## config.mk

```make
export PLATFORM = sky130hd
export DESIGN_NAME = miss_fill_controller
export DESIGN_NICKNAME = d
export VERILOG_FILES = /design/src/rtl/mfc_pkg.sv /design/src/rtl/sat_counter.sv /design/src/rtl/miss_fill_controller.sv
export SDC_FILE = /design/constraint.sdc
export NUM_CORES = 1
export LEC_CHECK = 0
export ABC_AREA = 1
export ABC_CLOCK_PERIOD_IN_PS = 24100
export BUFFER_PORTS_ARGS = -buffer_cell sky130_fd_sc_hd__buf_4
export CAP_MARGIN = 40
export CELL_PAD_IN_SITES_DETAIL_PLACEMENT = 0
export CELL_PAD_IN_SITES_GLOBAL_PLACEMENT = 1
export CORE_AREA = 3 3 274 276
export CTS_BUF_LIST = sky130_fd_sc_hd__clkbuf_8 sky130_fd_sc_hd__clkbuf_16
export CTS_CLUSTER_DIAMETER = 200
export CTS_CLUSTER_SIZE = 24
export DETAILED_ROUTE_END_ITERATION = 10
export DIE_AREA = 0 0 277 279
export PLACE_DENSITY = 0.57
export SYNTH_ARGS = -nofsm -noshare
export SYNTH_HDL_FRONTEND = slang
export SYNTH_SLANG_ARGS = --single-unit
export TNS_END_PERCENT = 10
```

## constraint.sdc

```tcl
create_clock -name clk -period 24.1 [get_ports clk]
set_input_delay 4.82 -clock clk [delete_from_list [all_inputs] [get_ports clk]]
set_output_delay 4.82 -clock clk [all_outputs]
set_load 0.005 [all_outputs]
```

## src/rtl/mfc_pkg.sv

```systemverilog
// rtl/mfc_pkg.sv - shared types and constants for the miss/fill controller
package mfc_pkg;

    localparam int MFC_ADDR_W   = 32;
    localparam int MFC_LINE_W   = 128;
    localparam int MFC_OFFSET_W = 4;
    localparam int MFC_CNT_W    = 16;

    typedef enum logic [2:0] {
        ST_IDLE,
        ST_WB,
        ST_DRD,
        ST_IRD,
        ST_FILL
    } state_t;

    typedef enum logic {
        SIDE_I = 1'b0,
        SIDE_D = 1'b1
    } side_t;

    // Mask that clears the line offset; callers truncate to their address width.
    function automatic logic [63:0] line_mask(input int offset_w);
        return ~((64'd1 << offset_w) - 64'd1);
    endfunction

endpackage

```

## src/rtl/sat_counter.sv

```systemverilog
// rtl/sat_counter.sv - saturating event counter with asynchronous reset
module sat_counter #(
    parameter int CNT_W = 16
) (
    input  logic             i_clk,
    input  logic             i_reset,
    input  logic             i_inc,
    output logic [CNT_W-1:0] o_cnt
);

    logic [CNT_W-1:0] r_cnt;

    always_ff @(posedge i_clk or posedge i_reset) begin
        if (i_reset) begin
            r_cnt <= '0;
        end else if (i_inc && (r_cnt != {CNT_W{1'b1}})) begin
            r_cnt <= r_cnt + CNT_W'(1);
        end
    end

    assign o_cnt = r_cnt;

endmodule

```

## src/rtl/miss_fill_controller.sv

```systemverilog
// rtl/miss_fill_controller.sv - serves I/D cache misses over one line-wide memory port
module miss_fill_controller
    import mfc_pkg::*;
#(
    parameter int ADDR_W   = MFC_ADDR_W,
    parameter int LINE_W   = MFC_LINE_W,
    parameter int OFFSET_W = MFC_OFFSET_W,
    parameter int CNT_W    = MFC_CNT_W
) (
    input  logic              clk,
    input  logic              reset,
    input  logic              imiss,
    input  logic [ADDR_W-1:0] iaddr,
    input  logic              dmiss,
    input  logic [ADDR_W-1:0] daddr,
    input  logic              dwb,
    input  logic [ADDR_W-1:0] wb_addr,
    input  logic [LINE_W-1:0] wb_data,
    output logic              mem_req,
    output logic              mem_we,
    output logic [ADDR_W-1:0] mem_addr,
    output logic [LINE_W-1:0] mem_wdata,
    input  logic              mem_ack,
    input  logic [LINE_W-1:0] mem_rdata,
    output logic              ifill,
    output logic              dfill,
    output logic [ADDR_W-1:0] fill_addr,
    output logic [LINE_W-1:0] fill_line,
    output logic              busy,
    output logic [CNT_W-1:0]  imiss_cnt,
    output logic [CNT_W-1:0]  dmiss_cnt
);

    localparam logic [ADDR_W-1:0] ADDR_MASK = ADDR_W'(line_mask(OFFSET_W));

    state_t            r_state,     w_state_nxt;
    side_t             r_side,      w_side_nxt;
    logic              r_mem_req,   w_mem_req_nxt;
    logic              r_mem_we,    w_mem_we_nxt;
    logic [ADDR_W-1:0] r_mem_addr,  w_mem_addr_nxt;
    logic [LINE_W-1:0] r_mem_wdata, w_mem_wdata_nxt;
    logic [ADDR_W-1:0] r_rd_addr,   w_rd_addr_nxt;
    logic [ADDR_W-1:0] r_fill_addr, w_fill_addr_nxt;
    logic [LINE_W-1:0] r_fill_line, w_fill_line_nxt;
    logic              r_ifill,     w_ifill_nxt;
    logic              r_dfill,     w_dfill_nxt;
    logic              r_busy,      w_busy_nxt;
    logic              r_ign_i,     w_ign_i_nxt;
    logic              r_ign_d,     w_ign_d_nxt;
    logic              w_inc_i;
    logic              w_inc_d;
    logic              w_i_elig;
    logic              w_d_elig;

    // The caches drop their miss level one cycle after the pulse, so mask it once.
    assign w_i_elig   = imiss & ~r_ign_i;
    assign w_d_elig   = dmiss & ~r_ign_d;
    assign w_busy_nxt = (w_state_nxt != ST_IDLE);

    always_comb begin
        w_state_nxt     = r_state;
        w_side_nxt      = r_side;
        w_mem_req_nxt   = r_mem_req;
        w_mem_we_nxt    = r_mem_we;
        w_mem_addr_nxt  = r_mem_addr;
        w_mem_wdata_nxt = r_mem_wdata;
        w_rd_addr_nxt   = r_rd_addr;
        w_fill_addr_nxt = r_fill_addr;
        w_fill_line_nxt = r_fill_line;
        w_ifill_nxt     = 1'b0;
        w_dfill_nxt     = 1'b0;
        w_ign_i_nxt     = 1'b0;
        w_ign_d_nxt     = 1'b0;
        w_inc_i         = 1'b0;
        w_inc_d         = 1'b0;
        case (r_state)
            ST_IDLE: begin
                if (w_d_elig) begin
                    w_inc_d       = 1'b1;
                    w_side_nxt    = SIDE_D;
                    w_mem_req_nxt = 1'b1;
                    w_rd_addr_nxt = daddr & ADDR_MASK;
                    if (dwb) begin
                        w_state_nxt     = ST_WB;
                        w_mem_we_nxt    = 1'b1;
                        w_mem_addr_nxt  = wb_addr & ADDR_MASK;
                        w_mem_wdata_nxt = wb_data;
                    end else begin
                        w_state_nxt    = ST_DRD;
                        w_mem_we_nxt   = 1'b0;
                        w_mem_addr_nxt = daddr & ADDR_MASK;
                    end
                end else if (w_i_elig) begin
                    w_inc_i        = 1'b1;
                    w_side_nxt     = SIDE_I;
                    w_state_nxt    = ST_IRD;
                    w_mem_req_nxt  = 1'b1;
                    w_mem_we_nxt   = 1'b0;
                    w_mem_addr_nxt = iaddr & ADDR_MASK;
                end
            end
            ST_WB: begin
                if (mem_ack) begin
                    w_state_nxt    = ST_DRD;
                    w_mem_we_nxt   = 1'b0;
                    w_mem_addr_nxt = r_rd_addr;
                end
            end
            ST_DRD, ST_IRD: begin
                if (mem_ack) begin
                    w_state_nxt     = ST_FILL;
                    w_mem_req_nxt   = 1'b0;
                    w_fill_line_nxt = mem_rdata;
                    w_fill_addr_nxt = r_mem_addr;
                    if (r_state == ST_DRD) begin
                        w_dfill_nxt = 1'b1;
                    end else begin
                        w_ifill_nxt = 1'b1;
                    end
                end
            end
            ST_FILL: begin
                w_state_nxt = ST_IDLE;
                w_ign_i_nxt = (r_side == SIDE_I);
                w_ign_d_nxt = (r_side == SIDE_D);
            end
            default: begin
                w_state_nxt   = ST_IDLE;
                w_mem_req_nxt = 1'b0;
            end
        endcase
    end

    always_ff @(posedge clk or posedge reset) begin
        if (reset) begin
            r_state     <= ST_IDLE;
            r_side      <= SIDE_I;
            r_mem_req   <= 1'b0;
            r_mem_we    <= 1'b0;
            r_mem_addr  <= '0;
            r_mem_wdata <= '0;
            r_rd_addr   <= '0;
            r_fill_addr <= '0;
            r_fill_line <= '0;
            r_ifill     <= 1'b0;
            r_dfill     <= 1'b0;
            r_busy      <= 1'b0;
            r_ign_i     <= 1'b0;
            r_ign_d     <= 1'b0;
        end else begin
            r_state     <= w_state_nxt;
            r_side      <= w_side_nxt;
            r_mem_req   <= w_mem_req_nxt;
            r_mem_we    <= w_mem_we_nxt;
            r_mem_addr  <= w_mem_addr_nxt;
            r_mem_wdata <= w_mem_wdata_nxt;
            r_rd_addr   <= w_rd_addr_nxt;
            r_fill_addr <= w_fill_addr_nxt;
            r_fill_line <= w_fill_line_nxt;
            r_ifill     <= w_ifill_nxt;
            r_dfill     <= w_dfill_nxt;
            r_busy      <= w_busy_nxt;
            r_ign_i     <= w_ign_i_nxt;
            r_ign_d     <= w_ign_d_nxt;
        end
    end

    sat_counter #(.CNT_W(CNT_W)) u_icnt (
        .i_clk   (clk),
        .i_reset (reset),
        .i_inc   (w_inc_i),
        .o_cnt   (imiss_cnt)
    );

    sat_counter #(.CNT_W(CNT_W)) u_dcnt (
        .i_clk   (clk),
        .i_reset (reset),
        .i_inc   (w_inc_d),
        .o_cnt   (dmiss_cnt)
    );

    assign mem_req   = r_mem_req;
    assign mem_we    = r_mem_we;
    assign mem_addr  = r_mem_addr;
    assign mem_wdata = r_mem_wdata;
    assign ifill     = r_ifill;
    assign dfill     = r_dfill;
    assign fill_addr = r_fill_addr;
    assign fill_line = r_fill_line;
    assign busy      = r_busy;

endmodule
```

==> flow_metrics.py <==
metrics = {
    "logic_synthesis": {
        "synth.yosys.seq_area_share_pct": 58.8,
        "synth_most_common_cell": "nand2_1",
        "netlist_top_cells_count": "nand2_1 (1163), dfrtp_1 (383), nand3_1 (180), buf_2 (76), nor2_1 (43)",
        "synthFlopType": "dfrtp_1",
        "ys_top_cells_by_area": "dfrtp_1 (59%), nand2_1 (27%), nand3_1 (5.5%)",
        "ys_warn_count": 0,
        "synth-edff-count": 0,
        "synth-seq-cells": 383,
        "synthArstFlopShare_pct": 100,
        "synthCells": 2001,
        "synth_top_area_cell": "dfrtp_1",
        "synth.cell_area_um2": 16300,
        "yosys.cell_types.count": 28,
        "syn_area_per_cell_um2": 8.15,
        "synth_top_area_share_pct": 58.8,
    },
    "drt": {
        "dr.pass1.iters": 4,
        "wl_per_cell_um": 18.6,
        "drt_iter0_drc": 946,
        "antenna_left": 0,
        "drcViolationCount": 0,
        "wirelength_mm": 66.7,
        "viasPerCell": 4.22,
        "via_count": 15200,
    },
    "place": {
        "port_buffers": 694,
        "dp_cells": 3570,
        "place_area_um2": 22600,
        "gp_congestion": 0.822,
        "hpwl_mm": 50.1,
    },
    "floorplan": {
        "core_um2": 72800,
        "rows": 99,
        "io_pins": 715,
        "die_x_um": 277,
        "initial_core_util_pct": 22.4,
        "die-height_um": 279,
        "dieArea_um2": 77300,
    },
    "timing": {
        "maxSlewViolCount": 0,
        "fin_crit_sh_pct": 30.2,
        "finalHoldViolations": 0,
        "fin_crit_ns": 7.29,
        "fmax_mhz": 137,
        "slew_headroom_pct": 42.5,
        "setup_tns_ns": 0,
        "skew_ns": 0.0213,
        "setup_violations": 0,
        "rsz0062_at_grt": "false",
        "worst_pin_slew_ns": 0.862,
    },
    "power": {
        "p_sw_mw": 0.989,
        "p_leak_nw": 12.6,
        "p_int_mw": 1.57,
        "power_frac_comb_pct": 43.2,
        "powerDensity_nw_per_um2": 111,
        "total_power_mw": 2.56,
        "seqPwrFrac_pct": 42.7,
        "ir_worst_vdd_mv": 0.0522,
        "p_sw_share_pct": 38.7,
        "pwr-share-clk_pct": 14.1,
    },
    "setup_path": {
        "crit_chain": "buf_4 -> nand2_1 -> nor2_8 -> buf_4 -> inv_2 -> nor2_2 -> nand2_1 -> nand2_1",
        "crit_top_cell": "nand2_1",
        "worstPathArrival_ns": 7.77,
        "cp_slowest_stage_delay_ns": 0.74,
        "startpoint_type": "input port",
        "slowest_stage": "buf_4",
        "end_kind": "register",
        "cp_max_fo": 67,
        "worstSetupPathType": "in2reg",
        "critPathRequiredTime_ns": 24.58,
    },
    "run_status": {
        "status": "completed",
    },
    "grt": {
        "grtUsageTotal_pct": 16.5,
        "grt_pass1_wl_mm": 99.1,
        "grt_pass1_vias": 15100,
        "grt_start_max_net_pins": 81,
        "antenna_found_initial": 6,
        "overflow": 0,
    },
    "clocking": {
        "path_clk_slew_ns": 0.10,
        "cts_buffers": 19,
        "cts_num_sinks": 383,
        "postCtsResizedCells": 0,
        "insertion_delay_ns": 0.56,
        "cts-root-buf": "clkbuf_16",
        "htree_levels": 1,
        "cts_setup_buffers": 0,
        "cts_tree": "yes",
        "cts_hold_buf": 0,
        "clockBufferDepth": 3,
    },
    "hold_path": {
        "min_path_type": "reg2reg",
    },
    "final_layout": {
        "nFillCells": 7912,
        "drive_above_1_share_pct": 28.6,
        "final_net_count": 2992,
        "stdcell_area_um2": 23100,
        "area_growth_pct": 41.4,
        "stdcell_count": 3596,
        "fin_util_pct": 31.7,
        "ff_latch_area_um2": 9580,
        "multi_input_area_um2": 6050,
    },
    "job": {
        "max_cap_viol_count": 0,
    },
}
==> critical path, delay by kind of cell <==
| kind | cells | cell delay [ns] |
|---|---|---|
| simple gates | 5 | 1.56 |
| buf+inv | 3 | 1.32 |
==> routing by layer <==
| metal | GRT usage, % | wire [um] |
|---|---|---|
| met4 | 3.03 | 1090 |
| met2 | 29.5 | 34000 |
| met3 | 4.15 | 4360 |
| met1 | 20.3 | 27300 |
| met5 | 0 | 13 |
==> final timing paths <==
| path | startpoint | to | slack, ns | cells after the start |
|---|---|---|---|---|
| max | dmiss | u_dcnt.o_cnt[5]$_DFFE_PP0P_ | 16.81 | 8 |
| min | r_side$_DFFE_PP0P_ | r_ign_i$_DFF_PP0_ | 0.44 | 1 |
| max reg2reg | r_state[0]$_DFF_PP0_ | u_dcnt.o_cnt[5]$_DFFE_PP0P_ | 20.56 | 8 |
| min reg2reg | r_side$_DFFE_PP0P_ | r_ign_i$_DFF_PP0_ | 0.44 | 1 |
| max in group asynchronous | reset | mem_req$_DFFE_PP0P_ | 17.66 | 7 |
| min in group asynchronous | reset | fill_line[3]$_DFFE_PP0P_ | 4.27 | 2 |
==> registers in the layout (all words and copies together), names as in the netlist, 3 cells and up <==
name,count
r_rd_addr,28
mem_addr,28
fill_line,128
u_icnt.o_cnt,16
mem_wdata,128
fill_addr,28
u_dcnt.o_cnt,16
r_state,3
==> cells by family after synthesis <==
group | share of synthesized area, %
AND/OR/NAND/NOR | 34.2
flip-flops | 58.8
buffers and inverters | 4.47
AO/OA/AOI/OAI | 1.65
XOR/XNOR | 0.752
adder cells (fa/ha/maj) | 0.153
other | 0.0230
==> metrics by stage <==
step                      hold WS (ns)  worst slack (ns)
after detailed placement         0.435             16.11
after global placement           0.409             16.15
after floorplan                  0.403              8.64
after CTS                        0.450             16.72
after global routing             0.476             16.52
final                            0.442             16.81
==> placed cells by master, fill, tap and decap left out <==
cell type	count
o211ai_1	28
dfrtp_1	383
nor2_4	3
nor3_1	1
inv_4	1
nand2_1	1162
inv_6	1
xnor2_1	11
inv_2	3
inv_8	1
clkbuf_16	19
conb_1	8
nor2_8	1
inv_1	34
diode_2	5
nand3_1	180
clkinv_1	1
o21ai_2	1
ha_1	2
a21oi_1	3
buf_12	2
nand2_4	2
nor2_2	1
xor2_1	3
nand4_1	13
o21ai_0	7
nor2_1	41
buf_16	7
buf_4	711
nand2_2	1
nand3b_1	1
==> power groups by stage <==
stage          combinational [mW]  clock, mW  sequential [mW]
3_3_place_gp                 1.11          0             1.09
2_1_floorplan               0.452          0             1.10
4_1_cts                      1.14      0.384             1.09
5_1_grt                      1.24      0.405             1.13
6_report                     1.10      0.362             1.09
3_5_place_dp                 1.14          0             1.10
==> final cells by class <==
| type | count | area share (%) |
|---|---|---|
| Sequential cell | 383 | 41.6 |
| Multi-Input combinational cell | 1469 | 26.2 |
| Timing Repair Buffer | 720 | 24.2 |
| Tap cell | 959 | 5.20 |
| Clock buffer | 19 | 2.06 |
| Inverter | 39 | 0.678 |
| Clock inverter | 2 | 0.0543 |
| Antenna cell | 5 | 0.0543 |
Power figures use the tool's default switching activity.
